**config.mk**
```make
export PLATFORM = sky130hd
export DESIGN_NAME = fetch_decode_queue_flat
export DESIGN_NICKNAME = d
export VERILOG_FILES = /design/src/rtl/fetch_decode_queue_if.sv /design/src/rtl/fetch_decode_queue.sv /design/src/flat_wrapper.sv
export SDC_FILE = /design/constraint.sdc
export NUM_CORES = 1
export LEC_CHECK = 0
export CAP_MARGIN = 5
export CORE_ASPECT_RATIO = 1.2
export CORE_MARGIN = 1.5
export CORE_UTILIZATION = 35
export CTS_CLUSTER_DIAMETER = 80
export CTS_CLUSTER_SIZE = 20
export DETAILED_ROUTE_END_ITERATION = 6
export PLACE_DENSITY = 0.53
export RECOVER_POWER = 25
export SKIP_CTS_REPAIR_TIMING = 1
export SLEW_MARGIN = 0
export SYNTH_ARGS = -nofsm -noshare
export SYNTH_HDL_FRONTEND = slang
export SYNTH_SLANG_ARGS = --single-unit
export TNS_END_PERCENT = 30
```
**constraint.sdc**
```tcl
create_clock -name clk -period 23 [get_ports clk]
set_input_delay 4.6 -clock clk [delete_from_list [all_inputs] [get_ports clk]]
set_output_delay 4.6 -clock clk [all_outputs]
set_load 0.02 [all_outputs]
```
**src/rtl/fetch_decode_queue_if.sv**
```systemverilog
// Fetch/decode queue bus: capture side from fetch, head side toward decode,
// and the back-pressure and error flags that go back to fetch.
interface fetch_decode_queue_if #(
  parameter int INST_WIDTH = 32,
  parameter int PC_WIDTH   = 64
);
  logic                  if_ready;
  logic [INST_WIDTH-1:0] if_inst;
  logic [PC_WIDTH-1:0]   if_pc;
  logic                  flush;
  logic                  dq_ready;
  logic                  dq_valid;
  logic [INST_WIDTH-1:0] dq_inst;
  logic [PC_WIDTH-1:0]   dq_pc;
  logic                  id_ready;
  logic                  id_stall;
  logic                  overflow_err;

  modport master (
    output if_ready, if_inst, if_pc, flush, dq_ready,
    input  dq_valid, dq_inst, dq_pc, id_ready, id_stall, overflow_err
  );

  modport slave (
    input  if_ready, if_inst, if_pc, flush, dq_ready,
    output dq_valid, dq_inst, dq_pc, id_ready, id_stall, overflow_err
  );
endinterface

```
**src/rtl/fetch_decode_queue.sv**
```systemverilog
// Circular instruction queue between fetch and decode, with suppression of
// repeated captures while fetch holds the same PC, and a sticky overflow flag.
module fetch_decode_queue #(
  parameter int DEPTH      = 4,
  parameter int INST_WIDTH = 32,
  parameter int PC_WIDTH   = 64
) (
  input  logic                  clk,
  input  logic                  reset,
  fetch_decode_queue_if.slave   bus
);
  localparam int AW = $clog2(DEPTH);
  localparam int CW = AW + 1;
  localparam logic [CW-1:0] FULL_COUNT  = CW'(DEPTH);
  localparam logic [CW-1:0] READY_LIMIT = CW'(DEPTH - 2);
  localparam logic [INST_WIDTH-1:0] EMPTY_INST = INST_WIDTH'(32'h0100_0000);

  logic [INST_WIDTH-1:0] mem_inst [DEPTH];
  logic [PC_WIDTH-1:0]   mem_pc   [DEPTH];

  logic [AW-1:0]       rp;
  logic [AW-1:0]       wp;
  logic [CW-1:0]       count;
  logic [PC_WIDTH-1:0] last_pc;
  logic                last_vld;
  logic                overflow_err;

  logic enq_req;
  logic deq;
  logic enq;
  logic full;

  assign full    = (count == FULL_COUNT);
  assign enq_req = bus.if_ready && !bus.flush && (!last_vld || bus.if_pc != last_pc);
  assign deq     = (count != '0) && bus.dq_ready && !bus.flush;
  assign enq     = enq_req && (!full || deq);

  // Pointer, occupancy and duplicate-tracking state; flush wins over everything
  // except reset, and deliberately leaves the sticky overflow flag alone.
  always_ff @(posedge clk) begin
    if (reset) begin
      rp           <= '0;
      wp           <= '0;
      count        <= '0;
      last_pc      <= '0;
      last_vld     <= 1'b0;
      overflow_err <= 1'b0;
    end else if (bus.flush) begin
      rp       <= '0;
      wp       <= '0;
      count    <= '0;
      last_vld <= 1'b0;
    end else begin
      if (enq) begin
        wp       <= wp + 1'b1;
        last_pc  <= bus.if_pc;
        last_vld <= 1'b1;
      end
      if (deq) begin
        rp <= rp + 1'b1;
      end
      count <= count + CW'(enq) - CW'(deq);
      if (enq_req && !enq) begin
        overflow_err <= 1'b1;
      end
    end
  end

  always_ff @(posedge clk) begin
    if (enq && !reset) begin
      mem_inst[wp] <= bus.if_inst;
      mem_pc[wp]   <= bus.if_pc;
    end
  end

  // Back-pressure keeps one slot spare for the fetch already in flight.
  always_comb begin
    bus.dq_valid     = (count != '0);
    bus.dq_inst      = EMPTY_INST;
    bus.dq_pc        = '0;
    if (count != '0) begin
      bus.dq_inst = mem_inst[rp];
      bus.dq_pc   = mem_pc[rp];
    end
    bus.id_ready     = (count <= READY_LIMIT);
    bus.id_stall     = full;
    bus.overflow_err = overflow_err;
  end
endmodule
```
**src/flat_wrapper.sv**
```systemverilog
// flat-port wrapper written by rule: the top's interface ports become plain ports
module fetch_decode_queue_flat 
#(
  parameter int DEPTH      = 4,
  parameter int INST_WIDTH = 32,
  parameter int PC_WIDTH   = 64
)
  (clk, reset, bus_if_ready, bus_if_inst, bus_if_pc, bus_flush, bus_dq_ready, bus_dq_valid, bus_dq_inst, bus_dq_pc, bus_id_ready, bus_id_stall, bus_overflow_err);
  fetch_decode_queue_if #(.INST_WIDTH(INST_WIDTH), .PC_WIDTH(PC_WIDTH)) bus_i ();
  input  logic clk;
  input  logic reset;
  input wire logic [$bits(bus_i.if_ready)-1:0] bus_if_ready;
  input wire logic [$bits(bus_i.if_inst)-1:0] bus_if_inst;
  input wire logic [$bits(bus_i.if_pc)-1:0] bus_if_pc;
  input wire logic [$bits(bus_i.flush)-1:0] bus_flush;
  input wire logic [$bits(bus_i.dq_ready)-1:0] bus_dq_ready;
  output wire logic [$bits(bus_i.dq_valid)-1:0] bus_dq_valid;
  output wire logic [$bits(bus_i.dq_inst)-1:0] bus_dq_inst;
  output wire logic [$bits(bus_i.dq_pc)-1:0] bus_dq_pc;
  output wire logic [$bits(bus_i.id_ready)-1:0] bus_id_ready;
  output wire logic [$bits(bus_i.id_stall)-1:0] bus_id_stall;
  output wire logic [$bits(bus_i.overflow_err)-1:0] bus_overflow_err;
  assign bus_i.if_ready = bus_if_ready;
  assign bus_i.if_inst = bus_if_inst;
  assign bus_i.if_pc = bus_if_pc;
  assign bus_i.flush = bus_flush;
  assign bus_i.dq_ready = bus_dq_ready;
  assign bus_dq_valid = bus_i.dq_valid;
  assign bus_dq_inst = bus_i.dq_inst;
  assign bus_dq_pc = bus_i.dq_pc;
  assign bus_id_ready = bus_i.id_ready;
  assign bus_id_stall = bus_i.id_stall;
  assign bus_overflow_err = bus_i.overflow_err;
  fetch_decode_queue #(.DEPTH(DEPTH), .INST_WIDTH(INST_WIDTH), .PC_WIDTH(PC_WIDTH)) u_core (.clk(clk), .reset(reset), .bus(bus_i));
endmodule
```
# --- Yosys cells after proc, flatten, opt, wreduce, memory -nomap -nowiden ---
# Memory sizes are Yosys's and may differ from the RTL's. A register that Yosys moved wholly into a read port is not among the register bits.
# Index checks and enable logic that the tools add are counted.
word_totals:
  word_cells: 42
  regBits: 73
  input_bits: 101
  out_inout_bits: 100
  n_memories: 2
  ramBits: 384
memory_table:
  columns: ["memory", "depth", "width", "read_ports", "rd_ports_with_merged_regs", "write_ports", "line", "rtl"]
  rows:
  - ["u_core.mem_pc", 4, 64, 1, 1, 1, "fetch_decode_queue.sv:19", "logic [PC_WIDTH-1:0] mem_pc [DEPTH];"]
  - ["u_core.mem_inst", 4, 32, 1, 1, 1, "fetch_decode_queue.sv:18", "logic [INST_WIDTH-1:0] mem_inst [DEPTH];"]
classes:
  n_lt_le_gt_ge: 1
  muxes: 8
  bitwise: 1
  addsub: 4
  n_eq_ne: 2
  reduce_logical: 18
ops:
  columns: ["operator", "count"]
  rows:
  - ["64-bit 2-to-1 mux", 1]
  - ["64-bit != test", 1]
  - ["32-bit 2-to-1 mux", 1]
  - ["2-bit 2-to-1 mux", 4]
  - ["1-bit logical AND", 7]
  - ["1-bit zero test", 5]
  - ["2-bit by 1-bit adder with 2-bit output (second input constant)", 2]
  - ["2-bit AND reduction", 2]
  - ["3-bit by 1-bit adder with 3-bit output", 1]
  - ["3-bit == test (second input constant)", 1]
  - ["3-bit by 2-bit <= comparator with 1-bit output (second input constant)", 1]
  - ["3-bit nonzero test", 1]
  - ["3-bit by 1-bit subtractor with 3-bit output", 1]
  - ["1-bit logical OR", 2]
  - ["1-bit 2-to-1 mux", 2]
  - ["2-bit OR reduction", 1]
  - ["1-bit inverter", 1]

# --- Logic depth before layout (Yosys ltp) ---
depth:
  depth_word: 8
  depth_mapped: 12
  depth_no_buf: 11

# --- Worst setup path before layout ---
# No wires, ideal clock.
synth_path:
  path_kind: "in2reg"
  start: "input port bus_flush"
  end: "memory u_core.mem_inst[0][0] (enable)"
  slack_ps: 9807
  path_buffers: 2
  path_stages: 5
  t_arrival_ps: 12505
  cell_sequence: "clkbuf_1 > nor2b_1 > clkbuf_1 > o211ai_2 > nor3b_1"
synth_between:
  elab_chain_cells: 7
  elab_cells_between_ends: 9
synth_lines:
  columns: ["item", "line", "rtl"]
  rows:
  - ["start, declared", "flat_wrapper.sv:15", "input wire logic [$bits(bus_i.flush)-1:0] bus_flush;"]
  - ["1-bit zero test *", "fetch_decode_queue.sv:34, fetch_decode_queue.sv:35", null]
  - ["1-bit logical AND, on equally long branches", "fetch_decode_queue.sv:34, fetch_decode_queue.sv:35", null]
  - ["1-bit logical AND / 1-bit logical OR (equally long branches)", "fetch_decode_queue.sv:34, fetch_decode_queue.sv:36", null]
  - ["1-bit logical AND *", "fetch_decode_queue.sv:36", "assign enq = enq_req && (!full || deq);"]
  - ["1-bit logical AND *", "fetch_decode_queue.sv:70", "if (enq && !reset) begin"]
  - ["1-bit 2-to-1 mux *", "fetch_decode_queue.sv:70", null]
  - ["1-bit 2-to-1 mux (not written as such) *", "fetch_decode_queue.sv:71", "mem_inst[wp] <= bus.if_inst;"]
  - ["end, declared", "fetch_decode_queue.sv:18", null]
# Mark *: on every way between the ends. The rest lies on a longest branch, timed or not.

==> run_results.csv <==
group,metric,value,unit
routing,drt_iter0_drc,720,
critical_path,cp-start-kind,"flop",
layout,area_delta_synth_final,17.31,%
routing,drc,0,
timing,timing.final.ws_setup,14970,ps
global_routing,grt_pass1_wl,72.53,mm
placement,place_ws,14690,ps
floorplanning,die_w,219.0,um
critical_path,reg2reg_from,"u_core.count[1]",
critical_path,worstSetupPathType,"flop to output port",
yosys,syn_inst,1223,
layout,final_cell_mix,"edfxtp_1, clkdlybuf4s50_1, mux4_2, and2_1, dfxtp_1",
min_path,hold_start,"u_core.last_vld",
critical_path,worst_r2r_endpoint,"u_core.mem_pc[2][10]",
routing,vias,11110,
timing,period_needed,8027,ps
status,outcome,"complete, no violations",
yosys,synth_top_family_by_area,"simple AND/OR/NAND/NOR gates",
critical_path,rr_worst_depth,8,
critical_path,cp_max_fo,57,
power,vdd_drop_max,52.71,uV
timing,slew_violations,0,
yosys,synthAdderAreaFrac,0.5490,%
cts,insertion_delay,570,ps
cts,clk_pin_slew,90,ps
layout,drive_above_1_share,11.57,%
critical_path,r2r_slack,18300,ps
yosys,muxShareOfSynthArea,11.03,%
layout,instances_no_fill,2113,
routing,drt_pre_antenna_iters,4,
timing,slew-limit-headroom,23.80,%
placement,port_buffers,200,
yosys,synthArstFlopShare,0,%
cts,ctsRootBufferMaster,"clkbuf_16",
power,power_density,66.82,nW/um^2
yosys,yosysWarnings,0,
critical_path,cp.required,18400,ps
critical_path,cp_data_arrival_time,3430,ps
routing,routed_wl,48.05,mm
floorplanning,coreArea,55040,um^2
power,leakagePower,0.007322,uW
floorplanning,ioPinCount,201,
layout,fin_nets,1481,
floorplanning,rows,94,
timing,finClkSkew,17.80,ps
timing,finalHoldViolations,0,
layout,layout_commonest_cell,"edfxtp_1",
yosys,synth_compound_area_share,5.146,%
yosys,syn_area,19600,um^2
yosys,synth-simple-area-share,11.43,%
yosys,ys_types,43,
timing,rsz0062_at_grt,"no",
yosys,synthXorXnorAreaFrac,2.726,%
global_routing,grtUsageTotal,16.52,%
timing,tightest_slew,1143,ps
routing,wl_per_cell,22.74,um
yosys,syn_avg_cell_area,16.03,um^2
cts,cts_tree,"done",
global_routing,antenna_found_initial,4,
timing,fmax,124.6,MHz
cts,numCtsBuffers,26,
global_routing,grt_overflow,0,
floorplanning,die_area,57430,um^2
cts,clockBufferDepth,3,
flow_run,cap_violations,0,
timing,fin_crit_sh,34.90,%
yosys,synth.net_count,1332,
min_path,whs_endpoint,"u_core.last_vld",
min_path,min_path_cells,2,
yosys,synth_edf_count,384,
timing,setup_viol,0,
critical_path,end_kind,"output port",
floorplanning,die_y,262.2,um
global_routing,grt_pass1_vias,11510,
min_path,hold_path_class,"flop to flop",
yosys,synth-main-ff-cell,"edfxtp_1",
routing,final_antenna_net_count,0,
placement,dp_cells,2064,
yosys,synth_seq_area_share,66.50,%
floorplanning,start_util,35.61,%
yosys,yosys_register_bits,459,
placement,dp_hpwl,28.15,mm
global_routing,grt_max_degree,91,
cts,cts.sink_count,459,
cts,cts_max_level,1,
routing,via_per_inst,5.259,
timing,finalSetupTns,0,ps
placement,place.gp.congestion,0.7185,
[flip-flops by register name, indices dropped and copies added, names as in the netlist, named ones only]
name and cells:
u_core.mem_inst 128, u_core.count 3, u_core.last_pc 64, u_core.wp 2
u_core.rp 2, u_core.bus.overflow_err 1, u_core.mem_pc 256, u_core.last_vld 1
[kinds of logic (layout without fill, tap and decap cells)]
kind of cell | count (synthesis) | after routing
muxes | 96 | 96
AOI/OAI and AO/OA | 141 | 141
adders and majority gates | 8 | 8
DFF | 459 | 459
and+or+nand+nor | 348 | 348
xor gates and xnor gates | 61 | 61
other | 0 | 1
buffers and inverters | 110 | 279
[power by group]
group / switching, uW / internal [uW] / total (uW)
registers: 5.78 / 913 / 919
logic: 72.5 / 60.6 / 133
clock network: 263 / 222 / 485
total: 341 / 1200 / 1540
[stage by stage]
step	instance area, um^2	hold WS [ps]	total power (uW)	utilization (%)
after detailed placement	22240	458.3	1076	40.40
after global routing	22990	512.9	1589	41.77
after global placement	22240	473.5	1074	40.40
after floorplan	19600	424.7	1008	-
after CTS	22990	480.6	1558	41.77
final	22990	484.4	1536	41.77
[metal layers]
| layer | global-route usage, % | wire length [um] | up-vias |
|---|---|---|---|
| met4 | 3.665 | 807 | 0 |
| met5 | 0 | 0 | - |
| met2 | 28.04 | 23950 | 228 |
| li1 | - | - | 5067 |
| met3 | 1.728 | 1751 | 46 |
| met1 | 22.79 | 21550 | 5772 |
[worst max path at each step]
stage                 startpoint                    end  slack [ps]  depth (start not counted)
global placement    bus_dq_ready   u_core.mem_pc[2][19]       14780                          7
global route                flop        bus_dq_inst[24]       14820                          4
CTS                         flop        bus_dq_inst[24]       14850                          4
floorplan              bus_flush  u_core.mem_inst[0][0]        9810                          5
finish                      flop        bus_dq_inst[24]       14970                          4
detailed placement     bus_flush   u_core.mem_pc[2][19]       14690                          6
[cells in the mapped netlist (8+ instances only)]
library cell | n | area share, %
nand4_1 | 14 | 0.45
dfxtp_1 | 75 | 7.7
inv_1 | 12 | 0.23
a21oi_1 | 64 | 1.6
nor4b_1 | 63 | 2.8
buf_6 | 10 | 0.57
clkbuf_1 | 65 | 1.2
and2_1 | 96 | 3.1
mux4_2 | 96 | 11
buf_2 | 14 | 0.36
a211o_1 | 64 | 2.9
nand2b_1 | 69 | 2.2
xor2_1 | 8 | 0.36
edfxtp_1 | 384 | 59
xnor2_1 | 53 | 2.4
nor3_1 | 71 | 1.8
[critical path, stage by stage, from the launching register on]
cell and delay, ps:
dfxtp_4 780, buf_4 780, mux4_2 430, a31o_2 250, clkdlybuf4s50_1 540
[cell type report]
type                            instances  area, um^2
Multi-Input combinational cell        654        6107
Antenna cell                            1       2.502
Timing Repair Buffer                  219        2142
Inverter                               12       45.04
Fill cell                            5041       32050
Sequential cell                       459       13040
Clock buffer                           48       754.5
Tap cell                              720       900.9
No activity file was read; power rests on OpenSTA's default activity.
